`config.mk`:
```
export PLATFORM = sky130hd
export DESIGN_NAME = dsp_t1_fir_sequencer
export DESIGN_NICKNAME = d
export VERILOG_FILES = /design/src/rtl/dsp_t1_fir_sequencer.sv
export SDC_FILE = /design/constraint.sdc
export NUM_CORES = 1
export LEC_CHECK = 0
export ABC_AREA = 1
export CAP_MARGIN = 15
export CORE_UTILIZATION = 40
export CTS_BUF_LIST = sky130_fd_sc_hd__clkbuf_8
export DETAILED_ROUTE_END_ITERATION = 8
export HOLD_SLACK_MARGIN = 0.12
export SYNTH_ARGS = -nofsm -noshare
export SYNTH_HDL_FRONTEND = slang
export SYNTH_SLANG_ARGS = --single-unit
```
`constraint.sdc`:
```
create_clock -name clock_i -period 1.8 [get_ports clock_i]
set_input_delay 0.27 -clock clock_i [delete_from_list [all_inputs] [get_ports clock_i]]
set_output_delay 0.27 -clock clock_i [all_outputs]
set_load 0.02 [all_outputs]
```
`src/rtl/dsp_t1_fir_sequencer.sv`:
```
// dsp_t1_fir_sequencer
// Sequences one dsp_t1_20x18x64 MAC slice as an NTAPS-tap FIR filter.
// Samples arrive on a valid/ready stream, each tap is issued to the slice on
// its own cycle, and the accumulated result is returned on an output stream.
// Optional feature macro: DSP_FIR_SEQ_ROUND_SAT_EN (drives round/saturate/shift
// to the slice while a filter pass is in flight).
module dsp_t1_fir_sequencer #(
    parameter int NTAPS   = 8,
    parameter int DSP_LAT = 1,
    parameter int SHIFT   = 0
) (
    input  logic        clock_i,
    input  logic        reset_n_i,
    input  logic [19:0] s_data_i,
    input  logic        s_valid_i,
    output logic        s_ready_o,
    input  logic        coeff_wr_i,
    input  logic [3:0]  coeff_addr_i,
    input  logic [17:0] coeff_data_i,
    output logic [37:0] m_data_o,
    output logic        m_valid_o,
    input  logic        m_ready_i,
    output logic [19:0] dsp_a_o,
    output logic [17:0] dsp_b_o,
    output logic        dsp_load_acc_o,
    output logic [2:0]  dsp_feedback_o,
    output logic [2:0]  dsp_output_select_o,
    output logic [5:0]  dsp_shift_right_o,
    output logic        dsp_round_o,
    output logic        dsp_saturate_enable_o,
    output logic        dsp_subtract_o,
    output logic        dsp_unsigned_a_o,
    output logic        dsp_unsigned_b_o,
    output logic        dsp_register_inputs_o,
    input  logic [37:0] dsp_z_i
);

    localparam int KW = $clog2(NTAPS);
    localparam int CW = (DSP_LAT > 1) ? $clog2(DSP_LAT + 1) : 1;
    localparam logic [KW-1:0] KLAST = KW'(NTAPS - 1);
    localparam logic [CW-1:0] CLOAD = CW'(DSP_LAT);

    if (NTAPS < 2 || NTAPS > 16) begin : g_chk_ntaps
        $error("NTAPS must be within 2..16");
    end
    if (DSP_LAT < 1) begin : g_chk_lat
        $error("DSP_LAT must be at least 1");
    end
    if (SHIFT < 0 || SHIFT > 63) begin : g_chk_shift
        $error("SHIFT must be within 0..63");
    end

    typedef enum logic [1:0] {IDLE, MAC, DRAIN, OUT} state_e;

    state_e        state_q, state_d;
    logic [KW-1:0] k_q;
    logic [CW-1:0] cnt_q;
    logic [19:0]   x_q [NTAPS];
    logic [17:0]   h_q [NTAPS];
    logic [37:0]   m_data_q;
    logic          m_valid_q;
    logic          s_ready_q;
    logic          accept;
    logic          coeff_we;

    assign accept   = s_valid_i & s_ready_q;
    assign coeff_we = coeff_wr_i && (state_q == IDLE)
                      && ({28'd0, coeff_addr_i} < 32'(NTAPS));

    // State register
    always_ff @(posedge clock_i or negedge reset_n_i) begin
        if (!reset_n_i) state_q <= IDLE;
        else            state_q <= state_d;
    end

    // Next-state logic: one pass is IDLE -> MAC x NTAPS -> DRAIN -> OUT
    always_comb begin
        state_d = state_q;
        unique case (state_q)
            IDLE:  if (accept)            state_d = MAC;
            MAC:   if (k_q == KLAST)      state_d = DRAIN;
            DRAIN: if (cnt_q == '0)       state_d = OUT;
            OUT:   if (m_ready_i)         state_d = IDLE;
            default:                      state_d = IDLE;
        endcase
    end

    // Datapath: delay line, coefficient bank, tap index, latency counter, result
    // s_ready is registered from the next state so it stays low through reset
    // and rises on the first edge after release.
    always_ff @(posedge clock_i or negedge reset_n_i) begin
        if (!reset_n_i) begin
            for (int unsigned i = 0; i < 32'(NTAPS); i++) begin
                x_q[i] <= '0;
                h_q[i] <= '0;
            end
            k_q       <= '0;
            cnt_q     <= '0;
            m_data_q  <= '0;
            m_valid_q <= 1'b0;
            s_ready_q <= 1'b0;
        end else begin
            s_ready_q <= (state_d == IDLE);
            if (coeff_we) h_q[coeff_addr_i[KW-1:0]] <= coeff_data_i;
            unique case (state_q)
                IDLE: begin
                    if (accept) begin
                        for (int unsigned i = 1; i < 32'(NTAPS); i++) x_q[i] <= x_q[i-1];
                        x_q[0] <= s_data_i;
                        k_q    <= '0;
                    end
                end
                MAC: begin
                    if (k_q == KLAST) cnt_q <= CLOAD;
                    else              k_q   <= k_q + KW'(1);
                end
                DRAIN: begin
                    if (cnt_q == '0) begin
                        m_data_q  <= dsp_z_i;
                        m_valid_q <= 1'b1;
                    end else begin
                        cnt_q <= cnt_q - CW'(1);
                    end
                end
                OUT: if (m_ready_i) m_valid_q <= 1'b0;
                default: ;
            endcase
        end
    end

    // Output decode: slice operands and controls from the current state
    always_comb begin
        dsp_a_o               = '0;
        dsp_b_o               = '0;
        dsp_load_acc_o        = 1'b0;
        dsp_feedback_o        = 3'd0;
        dsp_round_o           = 1'b0;
        dsp_saturate_enable_o = 1'b0;
        dsp_shift_right_o     = '0;
        if (state_q == MAC) begin
            dsp_a_o        = x_q[k_q];
            dsp_b_o        = h_q[k_q];
            dsp_load_acc_o = 1'b1;
            dsp_feedback_o = (k_q == '0) ? 3'd1 : 3'd0;
        end
`ifdef DSP_FIR_SEQ_ROUND_SAT_EN
        if (state_q == MAC || state_q == DRAIN) begin
            dsp_round_o           = 1'b1;
            dsp_saturate_enable_o = 1'b1;
            dsp_shift_right_o     = 6'(SHIFT);
        end
`endif
    end

    assign s_ready_o             = s_ready_q;
    assign m_data_o              = m_data_q;
    assign m_valid_o             = m_valid_q;
    assign dsp_output_select_o   = 3'd1;
    assign dsp_subtract_o        = 1'b0;
    assign dsp_unsigned_a_o      = 1'b0;
    assign dsp_unsigned_b_o      = 1'b0;
    assign dsp_register_inputs_o = 1'b0;

endmodule
```
==> impl_metrics.csv <==
group,metric,value,unit
run_status,status,"finished, violations left",
run_status,violations,"setup timing",
placement,port_buffers,164,
setup_path,cp-end-kind,"primary output",
clock_tree,cts-buffers-inserted,61,
timing,fin_skew,10.8,ps
worst_hold_path,holdPathEnd,"x_q[147]$_DFFE_PN0P_",
final_layout,fillerInstances,4151,
worst_hold_path,holdCritStartpoint,"s_data_i[7]",
detailed_routing,ant_nets,0,
run,max_cap_violations,0,
clock_tree,clock_sinks,350,
setup_path,cp_cell_sequence,"inv_6, buf_12, nand2_1, nand3_1, nand3_1, nand2_1, nor2_1, dlygate4sd2_1",
timing,hold_viol_final,0,
synthesis,ys_types,23,
setup_path,crit_required,1530,ps
timing,holdWs,168,ps
floorplan,io_pins,182,
timing,rsz0062_at_grt,"true",
synthesis,ys_seq_elements,350,
final_layout,fin_nets,2667,
final_layout,seq_area,8760,um2
clock_tree,clock_latency,680,ps
worst_hold_path,hold_class,"in2reg",
setup_path,critPathMaxStageDelay,520,ps
setup_path,start_kind,"register",
floorplan,core,42400,um2
timing,max_freq,384,MHz
final_layout,area_delta_synth_final,25.5,%
clock_tree,cts_setup_buffers,0,
placement,place.detailed.hpwl,32000,um
worst_hold_path,whs_path_depth,3,
synthesis,synth_adder_area_share,0.288,%
synthesis,synth_area,17400,um2
detailed_routing,via_per_inst,4.84,
synthesis,synth-simple-area-share,31.5,%
final_layout,design_area,21800,um2
floorplan,floorplan.die.width,210,um
global_routing,grt_pass1_wl,81500,um
global_routing,grt_pass1_vias,15600,
detailed_routing,vias,15500,
setup_path,path_delay_family,"buffers and inverters",
timing,setup_slack,-803,ps
synthesis,synth-compound-area-share,5.73,%
final_layout,diodes,0,
setup_path,crit_buf_inv,3,
global_routing,grt_max_degree,75,
setup_path,reg2reg_to,"s_ready_o$_DFF_PN0_",
pwr,p_total,0.0356,W
floorplan,die_area,44300,um2
timing,layout_worst_path_cycle_share,145,%
final_layout,drive_above_1_share,10.8,%
detailed_routing,drt_iter0_drc,1060,
placement,globalplace.congestion,0.816,
clock_tree,cts_tree,"done",
setup_path,path_max_fanout,28,
setup_path,r2r_cells,8,
clock_tree,cts_root_buffer,"clkbuf_8",
setup_path,r2r-start,"k_q[0]$_DFFE_PN0P_",
placement,place_area,20200,um2
synthesis,synth_top_family_by_area,"simple AND/OR/NAND/NOR gates",
synthesis,synthCells,2376,
synthesis,synth_xor_area_share,0,%
synthesis,seq_area_frac_synth,50.4,%
timing,setup_viol,46,
detailed_routing,wl,49400,um
timing,finalSetupTns,-28300,ps
global_routing,grt_antenna_before_repair,0,
final_layout,multiInputGateArea,6630,um2
timing,drv_slew,0,
global_routing,grt_util_all_layers,23.2,%
detailed_routing,drc_errors,0,
pwr,p_per_area,1630,nW/um2
setup_path,cpMaxStageDelayCell,"dfrtp_4",
floorplan,dieHeight,210,um
pwr,vdd_drop_max,0.758,mV
placement,pre_cts_slack,-437,ps
synthesis,synthMuxAreaShare,0,%
clock_tree,clock_path_buffers,3,
setup_path,cp.arrival,2330,ps
global_routing,grt-ovfl-total,0,
setup_path,reg2reg_setup_slack,-170,ps
clock_tree,path_clk_slew,60,ps
floorplan,row_count,75,
synthesis,yosys_warnings,0,
detailed_routing,avgRoutedWirePerCell,15.4,um
timing,fin_crit,2600,ps
detailed_routing,drtPass1Iterations,5,
setup_path,critPathKind,"reg2out",
synthesis,postSynthAreaPerCell,7.31,um2
setup_path,cp-startpoint,"k_q[0]$_DFFE_PN0P_",
pwr,p_leak,11.1,nW
clock_tree,ctsHtreeMaxLevel,2,
floorplan,initial_core_util,41.0,%
layer usage:
metal	part of all wire (%)	vias up	GRT usage, %
li1	-	7652	-
met1	43	7367	29.3
met2	49	391	39.8
met3	4.7	113	3.52
met4	3.0	0	9.22
met5	0	-	0
synthesized netlist by cell type:
cell      instances  area share (%)
nand2_1         884              19
dfrtp_1         350              50
nand3_1         342             9.9
inv_1           314             6.8
o21ai_0         199             5.7
nor2_1           82             1.8
clkbuf_1         72             1.6
buf_2            64             1.8
buf_4            34             1.5
nor2_2            6            0.22
ha_1              4            0.29
inv_2             4           0.086
nand2_2           4            0.14
buf_1             3           0.065
buf_6             3            0.19
conb_1            2           0.043
nand2_4           2            0.13
nor2_4            2            0.13
clkinv_1          1           0.022
inv_4             1           0.036
nand3_2           1           0.058
nand4_1           1           0.036
or2_2             1           0.036
layout make-up:
class	instances	area share, %
Clock inverter	32	0.803
Multi-Input combinational cell	1545	30.4
Tap cell	577	3.31
Sequential cell	350	40.2
Timing Repair Buffer	300	14.6
Clock buffer	82	5.18
Inverter	320	5.56
worst max path at each step:
| stage | to | slack, ps | depth (start not counted) |
|---|---|---|---|
| floorplan | dsp_a_o[10] | 110 | 8 |
| global route | dsp_b_o[5] | -910 | 8 |
| finish | dsp_b_o[5] | -800 | 8 |
| detailed placement | dsp_a_o[2] | -440 | 7 |
| global placement | dsp_b_o[3] | -450 | 7 |
| CTS | dsp_a_o[5] | -830 | 7 |
flip-flops by register name, summed over array words and instances (netlist names):
| register | flops |
|---|---|
| cnt_q | 1 |
| h_q | 144 |
| k_q | 3 |
| m_data_o | 38 |
| m_valid_o | 1 |
| s_ready_o | 1 |
| state_q | 2 |
| x_q | 160 |
kinds of logic after synthesis:
| family | Yosys count |
|---|---|
| AOI/OAI and AO/OA | 199 |
| adders and majority gates | 4 |
| buffers and inverters | 496 |
| DFF | 350 |
| other | 2 |
| and+or+nand+nor | 1325 |
per-stage QoR:
stage                     util (%)  instances
after detailed placement      47.7       3069
final                         51.4       3206
after global routing          51.4       3206
after global placement        47.7       3069
after floorplan                  -       2391
after CTS                     51.4       3206
cells in the final DEF (no fill, tap or decap), drive strengths merged, types with 4 or more instances in the layout:
cell type	netlist	routed
ha	4	4
inv	319	337
clkbuf	72	83
clkdlybuf4s50	0	83
dlygate4sd2	0	47
dlygate4sd3	0	22
dfrtp	350	350
conb	2	17
nand2	890	890
nand3	343	343
nor2	90	90
buf	104	124
clkinv	1	13
o21ai	199	199
clkdlybuf4s15	0	23
worst register-to-register path: stages (launching register included):
cell and delay (ps):
dfrtp_4 470, buf_12 320, buf_4 210, ha_1 180, ha_1 170, inv_1 70, nand2_1 180, nand4_1 150
nor2_1 140
power by group:
part / internal [W] / leakage (nW) / switching [W]
clock network: 0.00421 / 0.745 / 0.00347
registers: 0.0105 / 4.53 / 0.00127
logic: 0.00609 / 5.86 / 0.0101
repair_timing:
| item | CTS | global route |
|---|---|---|
| resized for setup | 152 | 12 |
| hold buffers | 23 | 0 |
| endpoints found under the setup margin | 90 | 61 |
| pin swaps | 1 | 0 |
| gates cloned | 0 | 0 |
| hold endpoints to repair | 371 | 0 |
Note: power is estimated with default switching activity, not from simulation.
